$ cat config.mk
export PLATFORM = sky130hd
export DESIGN_NAME = csr_file_flat
export DESIGN_NICKNAME = d
export VERILOG_FILES = /design/src/rtl/csr_pkg.sv /design/src/rtl/csr_file_if.sv /design/src/rtl/csr_counter64.sv /design/src/rtl/csr_file.sv /design/src/flat_wrapper.sv
export SDC_FILE = /design/constraint.sdc
export NUM_CORES = 1
export LEC_CHECK = 0
export CORE_MARGIN = 1
export CORE_UTILIZATION = 53
export CTS_CLUSTER_SIZE = 16
export DETAILED_ROUTE_END_ITERATION = 10
export PLACE_DENSITY = 0.93
export SLEW_MARGIN = 20
export SYNTH_ARGS = -nofsm -noshare
export SYNTH_HDL_FRONTEND = slang
export SYNTH_SLANG_ARGS = --single-unit
$ cat constraint.sdc
create_clock -name clk -period 3 [get_ports clk]
set_clock_uncertainty 0.05 [all_clocks]
set_input_delay 0.45 -clock clk [delete_from_list [all_inputs] [get_ports clk]]
set_output_delay 0.45 -clock clk [all_outputs]
set_load 0.01 [all_outputs]
$ cat src/rtl/csr_pkg.sv
// csr_pkg: CSR address map, funct3 operation encodings and mstatus bit positions
// shared by the CSR file and its users.
package csr_pkg;

   localparam logic [11:0] CSR_MSTATUS   = 12'h300;
   localparam logic [11:0] CSR_MISA      = 12'h301;
   localparam logic [11:0] CSR_MTVEC     = 12'h305;
   localparam logic [11:0] CSR_MSCRATCH  = 12'h340;
   localparam logic [11:0] CSR_MEPC      = 12'h341;
   localparam logic [11:0] CSR_MCAUSE    = 12'h342;
   localparam logic [11:0] CSR_MCYCLE    = 12'hB00;
   localparam logic [11:0] CSR_MINSTRET  = 12'hB02;
   localparam logic [11:0] CSR_MCYCLEH   = 12'hB80;
   localparam logic [11:0] CSR_MINSTRETH = 12'hB82;
   localparam logic [11:0] CSR_MHARTID   = 12'hF14;

   typedef enum logic [2:0] {
      OP_RW  = 3'b001,
      OP_RS  = 3'b010,
      OP_RC  = 3'b011,
      OP_RWI = 3'b101,
      OP_RSI = 3'b110,
      OP_RCI = 3'b111
   } csr_op_e;

   // funct3[1:0] selects the update rule, funct3[2] selects the zimm operand
   localparam logic [1:0] FN_RW   = 2'b01;
   localparam logic [1:0] FN_RS   = 2'b10;
   localparam logic [1:0] FN_RC   = 2'b11;
   localparam int         OP_IMM  = 2;

   localparam int MSTATUS_MIE  = 3;
   localparam int MSTATUS_MPIE = 7;

endpackage

$ cat src/rtl/csr_file_if.sv
// csr_file_if: request/response channel between the instruction decoder
// (master) and the CSR file (slave).
interface csr_file_if;
   logic        req_valid;
   logic        req_ready;
   logic [2:0]  req_op;
   logic [11:0] req_addr;
   logic [4:0]  req_rs1_sel;
   logic [31:0] req_rs1_data;
   logic [4:0]  req_rd_sel;
   logic        rsp_valid;
   logic [4:0]  rsp_rd_sel;
   logic        rsp_rd_we;
   logic [31:0] rsp_rd_data;
   logic        rsp_illegal;

   modport master (
      output req_valid, req_op, req_addr, req_rs1_sel, req_rs1_data, req_rd_sel,
      input  req_ready, rsp_valid, rsp_rd_sel, rsp_rd_we, rsp_rd_data, rsp_illegal
   );

   modport slave (
      input  req_valid, req_op, req_addr, req_rs1_sel, req_rs1_data, req_rd_sel,
      output req_ready, rsp_valid, rsp_rd_sel, rsp_rd_we, rsp_rd_data, rsp_illegal
   );
endinterface

$ cat src/rtl/csr_counter64.sv
// csr_counter64: 64-bit event counter with independently writable halves.
// A write to the low half replaces the increment for that cycle; a write to
// the high half still lets the low half count and carry into the new value.
module csr_counter64 (
   input  logic        clk,
   input  logic        rst_n,
   input  logic        inc,
   input  logic        we_lo,
   input  logic        we_hi,
   input  logic [31:0] wdata,
   output logic [63:0] q
);

   // count, with software writes taking precedence over the increment
   always_ff @(posedge clk or negedge rst_n) begin
      if (!rst_n) begin
         q <= '0;
      end else if (we_lo) begin
         q[31:0] <= wdata;
      end else if (we_hi) begin
         q <= {wdata, q[31:0]} + {63'd0, inc};
      end else begin
         q <= q + {63'd0, inc};
      end
   end

endmodule

$ cat src/rtl/csr_file.sv
// csr_file: machine-mode CSR file. Executes one atomic CSR read-modify-write
// per cycle, records trap entry / MRET and exports the trap vector, mepc and
// mstatus.MIE. Define CSR_COUNTERS_EN to implement mcycle/minstret(h).
module csr_file
   import csr_pkg::*;
#(
   parameter logic [31:0] HART_ID     = 32'd0,
   parameter logic [31:0] MISA        = 32'h4000_0100,
   parameter logic [31:0] RESET_MTVEC = 32'h0000_0000
) (
   input  logic        clk,
   input  logic        rst_n,
   csr_file_if.slave   bus,
   input  logic        trap_valid,
   input  logic [31:0] trap_cause,
   input  logic [31:0] trap_pc,
   input  logic        mret_valid,
   input  logic        instret,
   output logic [31:0] trap_vector,
   output logic [31:0] epc,
   output logic        irq_enable
);

   logic        mie, mpie;
   logic [31:0] mtvec, mscratch, mepc, mcause;
   logic [31:0] old_val, new_val, operand;
   logic        mapped, read_only, wr_attempt, illegal, accept, do_write;

`ifdef CSR_COUNTERS_EN
   logic [63:0] mcycle, minstret;

   csr_counter64 u_mcycle (
      .clk   (clk),
      .rst_n (rst_n),
      .inc   (1'b1),
      .we_lo (do_write && bus.req_addr == CSR_MCYCLE),
      .we_hi (do_write && bus.req_addr == CSR_MCYCLEH),
      .wdata (new_val),
      .q     (mcycle)
   );

   csr_counter64 u_minstret (
      .clk   (clk),
      .rst_n (rst_n),
      .inc   (instret),
      .we_lo (do_write && bus.req_addr == CSR_MINSTRET),
      .we_hi (do_write && bus.req_addr == CSR_MINSTRETH),
      .wdata (new_val),
      .q     (minstret)
   );
`else
   logic unused_instret;
   assign unused_instret = instret;
`endif

   assign bus.req_ready = !trap_valid && !mret_valid;
   assign accept        = bus.req_valid && bus.req_ready;
   assign operand       = bus.req_op[OP_IMM] ? {27'd0, bus.req_rs1_sel} : bus.req_rs1_data;
   assign wr_attempt    = (bus.req_op[1:0] == FN_RW) || (bus.req_rs1_sel != 5'd0);
   // funct3 x00 is not a CSR op; addr[11:10] = 11 marks the read-only space
   assign illegal       = !mapped || (bus.req_op[1:0] == 2'b00) ||
                          (wr_attempt && ((bus.req_addr[11:10] == 2'b11) || read_only));
   assign do_write      = accept && wr_attempt && !illegal;

   assign trap_vector = {mtvec[31:2], 2'b00};
   assign epc         = mepc;
   assign irq_enable  = mie;

   // address decode and read mux
   always_comb begin
      old_val   = '0;
      mapped    = 1'b1;
      read_only = 1'b0;
      case (bus.req_addr)
         CSR_MSTATUS: begin
            old_val[MSTATUS_MIE]  = mie;
            old_val[MSTATUS_MPIE] = mpie;
         end
         CSR_MISA: begin
            old_val   = MISA;
            read_only = 1'b1;
         end
         CSR_MTVEC:     old_val = mtvec;
         CSR_MSCRATCH:  old_val = mscratch;
         CSR_MEPC:      old_val = mepc;
         CSR_MCAUSE:    old_val = mcause;
         CSR_MHARTID: begin
            old_val   = HART_ID;
            read_only = 1'b1;
         end
`ifdef CSR_COUNTERS_EN
         CSR_MCYCLE:    old_val = mcycle[31:0];
         CSR_MCYCLEH:   old_val = mcycle[63:32];
         CSR_MINSTRET:  old_val = minstret[31:0];
         CSR_MINSTRETH: old_val = minstret[63:32];
`endif
         default:       mapped = 1'b0;
      endcase
   end

   // read-modify-write rule
   always_comb begin
      case (bus.req_op[1:0])
         FN_RS:   new_val = old_val | operand;
         FN_RC:   new_val = old_val & ~operand;
         default: new_val = operand;
      endcase
   end

   // architectural state: trap beats mret beats a software write
   always_ff @(posedge clk or negedge rst_n) begin
      if (!rst_n) begin
         mie      <= 1'b0;
         mpie     <= 1'b0;
         mtvec    <= RESET_MTVEC;
         mscratch <= '0;
         mepc     <= '0;
         mcause   <= '0;
      end else if (trap_valid) begin
         mepc   <= {trap_pc[31:2], 2'b00};
         mcause <= trap_cause;
         mpie   <= mie;
         mie    <= 1'b0;
      end else if (mret_valid) begin
         mie  <= mpie;
         mpie <= 1'b1;
      end else if (do_write) begin
         case (bus.req_addr)
            CSR_MSTATUS: begin
               mie  <= new_val[MSTATUS_MIE];
               mpie <= new_val[MSTATUS_MPIE];
            end
            CSR_MTVEC:    mtvec    <= new_val;
            CSR_MSCRATCH: mscratch <= new_val;
            CSR_MEPC:     mepc     <= {new_val[31:2], 2'b00};
            CSR_MCAUSE:   mcause   <= new_val;
            default: ;
         endcase
      end
   end

   // one-cycle response carrying the pre-update value
   always_ff @(posedge clk or negedge rst_n) begin
      if (!rst_n) begin
         bus.rsp_valid   <= 1'b0;
         bus.rsp_rd_sel  <= '0;
         bus.rsp_rd_we   <= 1'b0;
         bus.rsp_rd_data <= '0;
         bus.rsp_illegal <= 1'b0;
      end else begin
         bus.rsp_valid   <= accept;
         bus.rsp_rd_sel  <= bus.req_rd_sel;
         bus.rsp_rd_we   <= accept && !illegal && (bus.req_rd_sel != 5'd0);
         bus.rsp_rd_data <= illegal ? 32'd0 : old_val;
         bus.rsp_illegal <= accept && illegal;
      end
   end

endmodule

$ cat src/flat_wrapper.sv
// flat-port wrapper written by rule: the top's interface ports become plain ports
module csr_file_flat import csr_pkg::*;
#(
   parameter logic [31:0] HART_ID     = 32'd0,
   parameter logic [31:0] MISA        = 32'h4000_0100,
   parameter logic [31:0] RESET_MTVEC = 32'h0000_0000
)
  (clk, rst_n, trap_valid, trap_cause, trap_pc, mret_valid, instret, trap_vector, epc, irq_enable, bus_req_valid, bus_req_op, bus_req_addr, bus_req_rs1_sel, bus_req_rs1_data, bus_req_rd_sel, bus_req_ready, bus_rsp_valid, bus_rsp_rd_sel, bus_rsp_rd_we, bus_rsp_rd_data, bus_rsp_illegal);
  csr_file_if bus_i ();
  input  logic clk;
  input  logic rst_n;
  input  logic trap_valid;
  input  logic [31:0] trap_cause;
  input  logic [31:0] trap_pc;
  input  logic mret_valid;
  input  logic instret;
  output logic [31:0] trap_vector;
  output logic [31:0] epc;
  output logic irq_enable;
  input wire logic [$bits(bus_i.req_valid)-1:0] bus_req_valid;
  input wire logic [$bits(bus_i.req_op)-1:0] bus_req_op;
  input wire logic [$bits(bus_i.req_addr)-1:0] bus_req_addr;
  input wire logic [$bits(bus_i.req_rs1_sel)-1:0] bus_req_rs1_sel;
  input wire logic [$bits(bus_i.req_rs1_data)-1:0] bus_req_rs1_data;
  input wire logic [$bits(bus_i.req_rd_sel)-1:0] bus_req_rd_sel;
  output wire logic [$bits(bus_i.req_ready)-1:0] bus_req_ready;
  output wire logic [$bits(bus_i.rsp_valid)-1:0] bus_rsp_valid;
  output wire logic [$bits(bus_i.rsp_rd_sel)-1:0] bus_rsp_rd_sel;
  output wire logic [$bits(bus_i.rsp_rd_we)-1:0] bus_rsp_rd_we;
  output wire logic [$bits(bus_i.rsp_rd_data)-1:0] bus_rsp_rd_data;
  output wire logic [$bits(bus_i.rsp_illegal)-1:0] bus_rsp_illegal;
  assign bus_i.req_valid = bus_req_valid;
  assign bus_i.req_op = bus_req_op;
  assign bus_i.req_addr = bus_req_addr;
  assign bus_i.req_rs1_sel = bus_req_rs1_sel;
  assign bus_i.req_rs1_data = bus_req_rs1_data;
  assign bus_i.req_rd_sel = bus_req_rd_sel;
  assign bus_req_ready = bus_i.req_ready;
  assign bus_rsp_valid = bus_i.rsp_valid;
  assign bus_rsp_rd_sel = bus_i.rsp_rd_sel;
  assign bus_rsp_rd_we = bus_i.rsp_rd_we;
  assign bus_rsp_rd_data = bus_i.rsp_rd_data;
  assign bus_rsp_illegal = bus_i.rsp_illegal;
  csr_file #(.HART_ID(HART_ID), .MISA(MISA), .RESET_MTVEC(RESET_MTVEC)) u_core (.clk(clk), .rst_n(rst_n), .bus(bus_i), .trap_valid(trap_valid), .trap_cause(trap_cause), .trap_pc(trap_pc), .mret_valid(mret_valid), .instret(instret), .trap_vector(trap_vector), .epc(epc), .irq_enable(irq_enable));
endmodule
# Word-level counts from Yosys, hierarchy flattened
# Index checks and enable logic that the tools add are counted.
# op_classes
eq_ne	12
mux	26
reduce_logical	31
bitwise	5
# op_table
cell	n
32-bit 2-to-1 mux	10
24-bit one-hot mux with 5 select lines	1
12-bit by 10-bit == test with 1-bit output (second input constant)	6
32-bit one-hot mux with 2 select lines	1
32-bit bitwise AND	1
32-bit inverter	1
32-bit bitwise OR	1
3-bit one-hot mux with 4 select lines	2
12-bit == test (second input constant)	1
1-bit 2-to-1 mux	10
1-bit one-hot mux with 5 select lines	2
5-bit nonzero test	2
1-bit logical AND	8
4-bit AND reduction	2
7-bit OR reduction	1
2-bit == test (second input constant)	3
3-bit AND reduction	2
2-bit nonzero test	3
3-bit nonzero test	2
1-bit zero test	4
1-bit logical OR	4
2-bit by 1-bit == test with 1-bit output (second input constant)	1
2-bit zero test	1
2-bit inequality test (second input constant)	1
other kinds (3)	4
# word_totals
inputBits	127
word_cells	85
ff_bits	170

# Logic depth before layout (Yosys ltp)
# depth
word_depth	11
ltp_mapped	9
ltp_nobuf	5

# Least setup slack after synthesis
# Ideal clock, no wire load.
# synth_path
path_type	in2reg
startpoint	input port bus_req_addr[4]
endpoint	register u_core.bus.rsp_rd_data[16]
t_arrival_ps	2170
stages	7
setup_ps	120
required_ps	2830
slack_ps	660
path_cell_list	or4_1 buf_2 buf_1 nor4_2 o21ai_1 clkbuf_1 and3_1
# synth_via
elab_chain_len	7
word_cells_on_any_way	18
# synth_rtl
element	line	rtl
start, declared	flat_wrapper.sv:22	input wire logic [$bits(bus_i.req_addr)-1:0] bus_req_addr;
12-bit == test / 12-bit by 10-bit == test with 1-bit output (equally long branches)	csr_file.sv:74	case (bus.req_addr)
7-bit OR reduction (no line) / 2-bit OR reduction (equally long branches)	n/a	
1-bit 2-to-1 mux	csr_file.sv:74	
1-bit zero test / 1-bit logical OR (equally long branches)	csr_file.sv:61, csr_file.sv:62	
1-bit logical OR / 1-bit logical AND (equally long branches)	csr_file.sv:61, csr_file.sv:62	
1-bit logical OR	csr_file.sv:61	assign illegal = !mapped || (bus.req_op[1:0] == 2'b00) ||
32-bit 2-to-1 mux (*)	csr_file.sv:154	bus.rsp_rd_data <= illegal ? 32'd0 : old_val;
end signal, assigned	csr_file.sv:154	
end, declared	csr_file_if.sv:24	output req_ready, rsp_valid, rsp_rd_sel, rsp_rd_we, rsp_rd_data, rsp_illegal
# Mark *: on every way between the ends. The rest lies on a longest branch, timed or not.
# A chain may end at the register's enable or synchronous reset.

# Worst setup path in the final report
# layout_path
startpoint	input port bus_req_addr[4]
endpoint	register u_core.mcause[4]
# layout_via
elab_chain_len	10
word_cells_on_any_way	29
# layout_rtl
element	line	rtl
branches (longest 10 deep; another with 32-bit bitwise AND)	n/a	
end signal, assigned	csr_file.sv:121	mcause <= trap_cause;
end signal, assigned	csr_file.sv:136	CSR_MCAUSE: mcause <= new_val;
end, declared	csr_file.sv:25	logic [31:0] mtvec, mscratch, mepc, mcause;
# Parallel ways; which one is timed is not known. The select of a mux whose other input is x is not followed.

==> out/qor.yml <==
routing:
  drt-total-wl_mm: 29.43
  firstDrtPassIters: 5
  drc: 0
  drt-vias-per-instance: 6.348
  vias: 8519
  drtIter0Drc: 957
  ant_nets: 0
  avgRoutedWirePerCell_microns: 21.93
die:
  core_sq_mm: 0.01612
  start_util_pct: 55.09
  die_h_microns: 131.4
  placementRows: 46
  die_w_microns: 131.4
  dieArea_sq_mm: 0.01727
  io_pins: 233
worst_setup_path:
  crit_required_ns: 3.26
  cp_slowest_cell: "or4_1"
  r2r-end: "u_core.mcause[7]"
  end_kind: "register"
  cpPeakStageDelay_ns: 0.64
  crit_chain: "clkdlybuf4s50_1, or4_1, buf_4, nor4_1, and4_1, buf_12, nor2b_1, a31oi_1"
  critical-path-top-delay-family: "simple AND/OR/NAND/NOR gates"
  path_buf_inv: 3
  worstSetupPathType: "in2reg"
  reg2reg_depth: 5
  crit_path_max_fanout: 17
  cp.arrival_ns: 2.87
  r2r-start: "u_core.mtvec[7]"
  worstSetupStartpointType: "input port"
  ff2ff_setup_slack_ns: 1.20
timing:
  hold_violations: 0
  fmax_ghz: 0.3827
  setup_viol: 0
  fin_tns_setup_ns: 0
  tightest_slew_ns: 0.9677
  final.min_clock_period_ns: 2.613
  relSlewSlack_pct: 35.35
  rsz0062_at_grt: "false"
  period_share_pct: 87.11
  slew_violations: 0
synth:
  synthMostInstantiatedCell: "dfrtp_1"
  yosysWarningCount: 0
  synth_flop_cell: "dfrtp_1"
  netlist_instances: 919
  post_synth_num_cell_types: 52
  synth.top_cells.by_count: "dfrtp_1, nand2_1, o21ai_1"
  avgSynthCellArea_sq_um: 9.661
  synth_area_sq_mm: 0.008879
  synth_edf_count: 0
  synth_top_cell_by_area: "dfrtp_1"
  synth_seq_cells: 168
  ys_seq_area_share_pct: 47.35
  async_flop_share_pct: 100.0
  yosys-top-cells-area: "dfrtp_1, mux2i_1, a22oi_1"
  yosys.area.top_type_share_pct: 47.35
pwr:
  totalPowerFinal_uw: 5245
  p_int_uw: 3810
  powerDensity_mw_per_mm2: 437.7
  p_comb_share_pct: 15.1
  power_frac_seq_pct: 46.0
  p_leak_uw: 0.004922
  vdd_drop_max_mv: 0.4120
  sw_frac_of_total_pct: 27.37
  pwr-share-clk_pct: 39.0
  switching_power_uw: 1436
place:
  placedCellCount: 1309
  port_buffers: 225
  hpwl_mm: 20.05
  routabilityCongestion: 0.9481
clocking:
  cts_made_buffers: 17
  postCtsResizedCells: 0
  clk_latency_ns: 0.44
  cts.clk_slew.worst_paths_ns: 0.07
  htreeDepth: 4
  cts_tree: "built"
  clk_path_buf_depth: 2
  cts_setup_buffers: 0
  cts.sinks: 168
  cts-root-buf: "clkbuf_16"
finish:
  finalCoreUtilization_pct: 74.36
  fillerInstances: 1107
  diodes: 0
  syn_to_final_growth_pct: 34.96
  stdcell_count: 1342
  fin_nets: 1240
  drive_gt1_share_pct: 10.75
hold_path:
  min_path_type: "in2reg"
  whs_path_depth: 1
  hp-start: "bus_req_rd_sel[1]"
  holdPathEnd: "u_core.bus.rsp_rd_sel[1]"
grt:
  grt-ovfl-total: 0
  grt_pass1_wl_mm: 46.29
  first_global_vias: 8646
  grtUsageTotal_pct: 34.67
  grt_max_degree: 70
  antenna_found_initial: 0
job:
  cap_violations: 0
status:
  outcome: "complete, no violations"
## power by group through the flow
stage / Combinational (uW) / Sequential [uW] / Clock [uW]
after CTS: 783 / 2410 / 2050
after global routing: 843 / 2420 / 2140
after detailed placement: 775 / 2450 / 0
after global placement: 755 / 2440 / 0
final: 790 / 2410 / 2050
after floorplan: 330 / 2450 / 0
## worst reg2reg max path: cells and delay by family (launching register included)
kind / cells / cell delay [ns]
flops: 1 / 0.41
compound gates: 4 / 1.00
simple gates: 1 / 0.19
## how the worst max path moves through the flow
stage                                from                    endpoint  slack [ns]  depth (start not counted)
final                     bus_req_addr[4]            u_core.mcause[4]        0.39                          8
after global routing      bus_req_addr[4]            u_core.mcause[4]        0.26                          8
after CTS                 bus_req_addr[4]            u_core.mcause[4]        0.42                          8
after detailed placement  bus_req_addr[4]            u_core.mcause[4]       -0.03                          8
after global placement    bus_req_addr[4]            u_core.mcause[4]        0.09                          8
after floorplan           bus_req_addr[4]  u_core.bus.rsp_rd_data[16]        0.66                          7
## registers in the layout, indices dropped and copies added, names as in the netlist
| name | cells |
|---|---|
| u_core.mcause | 32 |
| u_core.bus.rsp_illegal | 1 |
| u_core.mtvec | 32 |
| u_core.bus.rsp_rd_we | 1 |
| u_core.epc | 30 |
| u_core.mpie | 1 |
| u_core.bus.rsp_rd_data | 32 |
| u_core.irq_enable | 1 |
| u_core.bus.rsp_valid | 1 |
| u_core.mscratch | 32 |
| u_core.bus.rsp_rd_sel | 5 |
## through the flow
step / instance area [sq um] / hold WS, ns / worst slack, ns
after floorplan: 8890 / 0.1044 / 0.6600
after global placement: 11430 / 0.4101 / 0.08511
after detailed placement: 11430 / 0.4195 / -0.03165
after CTS: 11980 / 0.4195 / 0.4155
after global routing: 11980 / 0.4442 / 0.2643
final: 11980 / 0.4234 / 0.3868
## cell families (layout without fill, tap and decap cells)
group | count (synthesis) | count (layout) | share of synthesized area (%)
AO/OA/AOI/OAI | 305 | 305 | 24.04
AND/OR/NAND/NOR | 288 | 288 | 17.29
flip-flops | 168 | 168 | 47.35
buffers and inverters | 115 | 319 | 6.511
multiplexers | 42 | 42 | 4.763
other | 1 | 4 | 0.04224
## final cells by class
class                           instances  area [sq um]  area share (%)
Clock inverter                         15         118.9          0.9920
Inverter                                9         33.78          0.2819
Sequential cell                       168          4204           35.08
Multi-Input combinational cell        639          4139           34.54
Clock buffer                           17         425.4           3.550
Tap cell                              216         270.3           2.255
Timing Repair Buffer                  278          2791           23.30
## routing by layer
metal	global-route usage, %	vias up	part of all wire [%]
li1	-	3728	-
met1	41.98	4084	37
met2	57.70	599	49
met3	7.639	108	9.5
met4	18.54	0	4.0
met5	0	-	0
## cells in the final DEF (no fill, tap or decap), types with 4 or more instances in the layout
| master | instances |
|---|---|
| a2bb2oi_1 | 28 |
| o31ai_1 | 20 |
| mux2i_1 | 40 |
| clkbuf_16 | 17 |
| nor4_1 | 4 |
| o21ai_0 | 42 |
| nand2_1 | 72 |
| o2bb2ai_1 | 6 |
| buf_4 | 41 |
| inv_1 | 9 |
| nor2b_1 | 31 |
| o21ai_1 | 67 |
| dfrtp_1 | 168 |
| nor2_1 | 38 |
| buf_12 | 12 |
| nand2b_1 | 48 |
| clkinvlp_4 | 5 |
| and3_1 | 18 |
| nand3_1 | 21 |
| a31oi_1 | 35 |
| nor3b_1 | 6 |
| a22oi_1 | 46 |
| and2_1 | 5 |
| a21oi_1 | 23 |
| nand4_1 | 4 |
| conb_1 | 4 |
| o2bb2ai_2 | 20 |
| nor3_1 | 21 |
| clkdlybuf4s50_1 | 221 |
## repair_timing
item,CTS,global route
hold endpoints to repair,65,0
setup endpoints to repair,0,0
hold buffers,1,0
No activity file was read; power rests on OpenSTA's default activity.
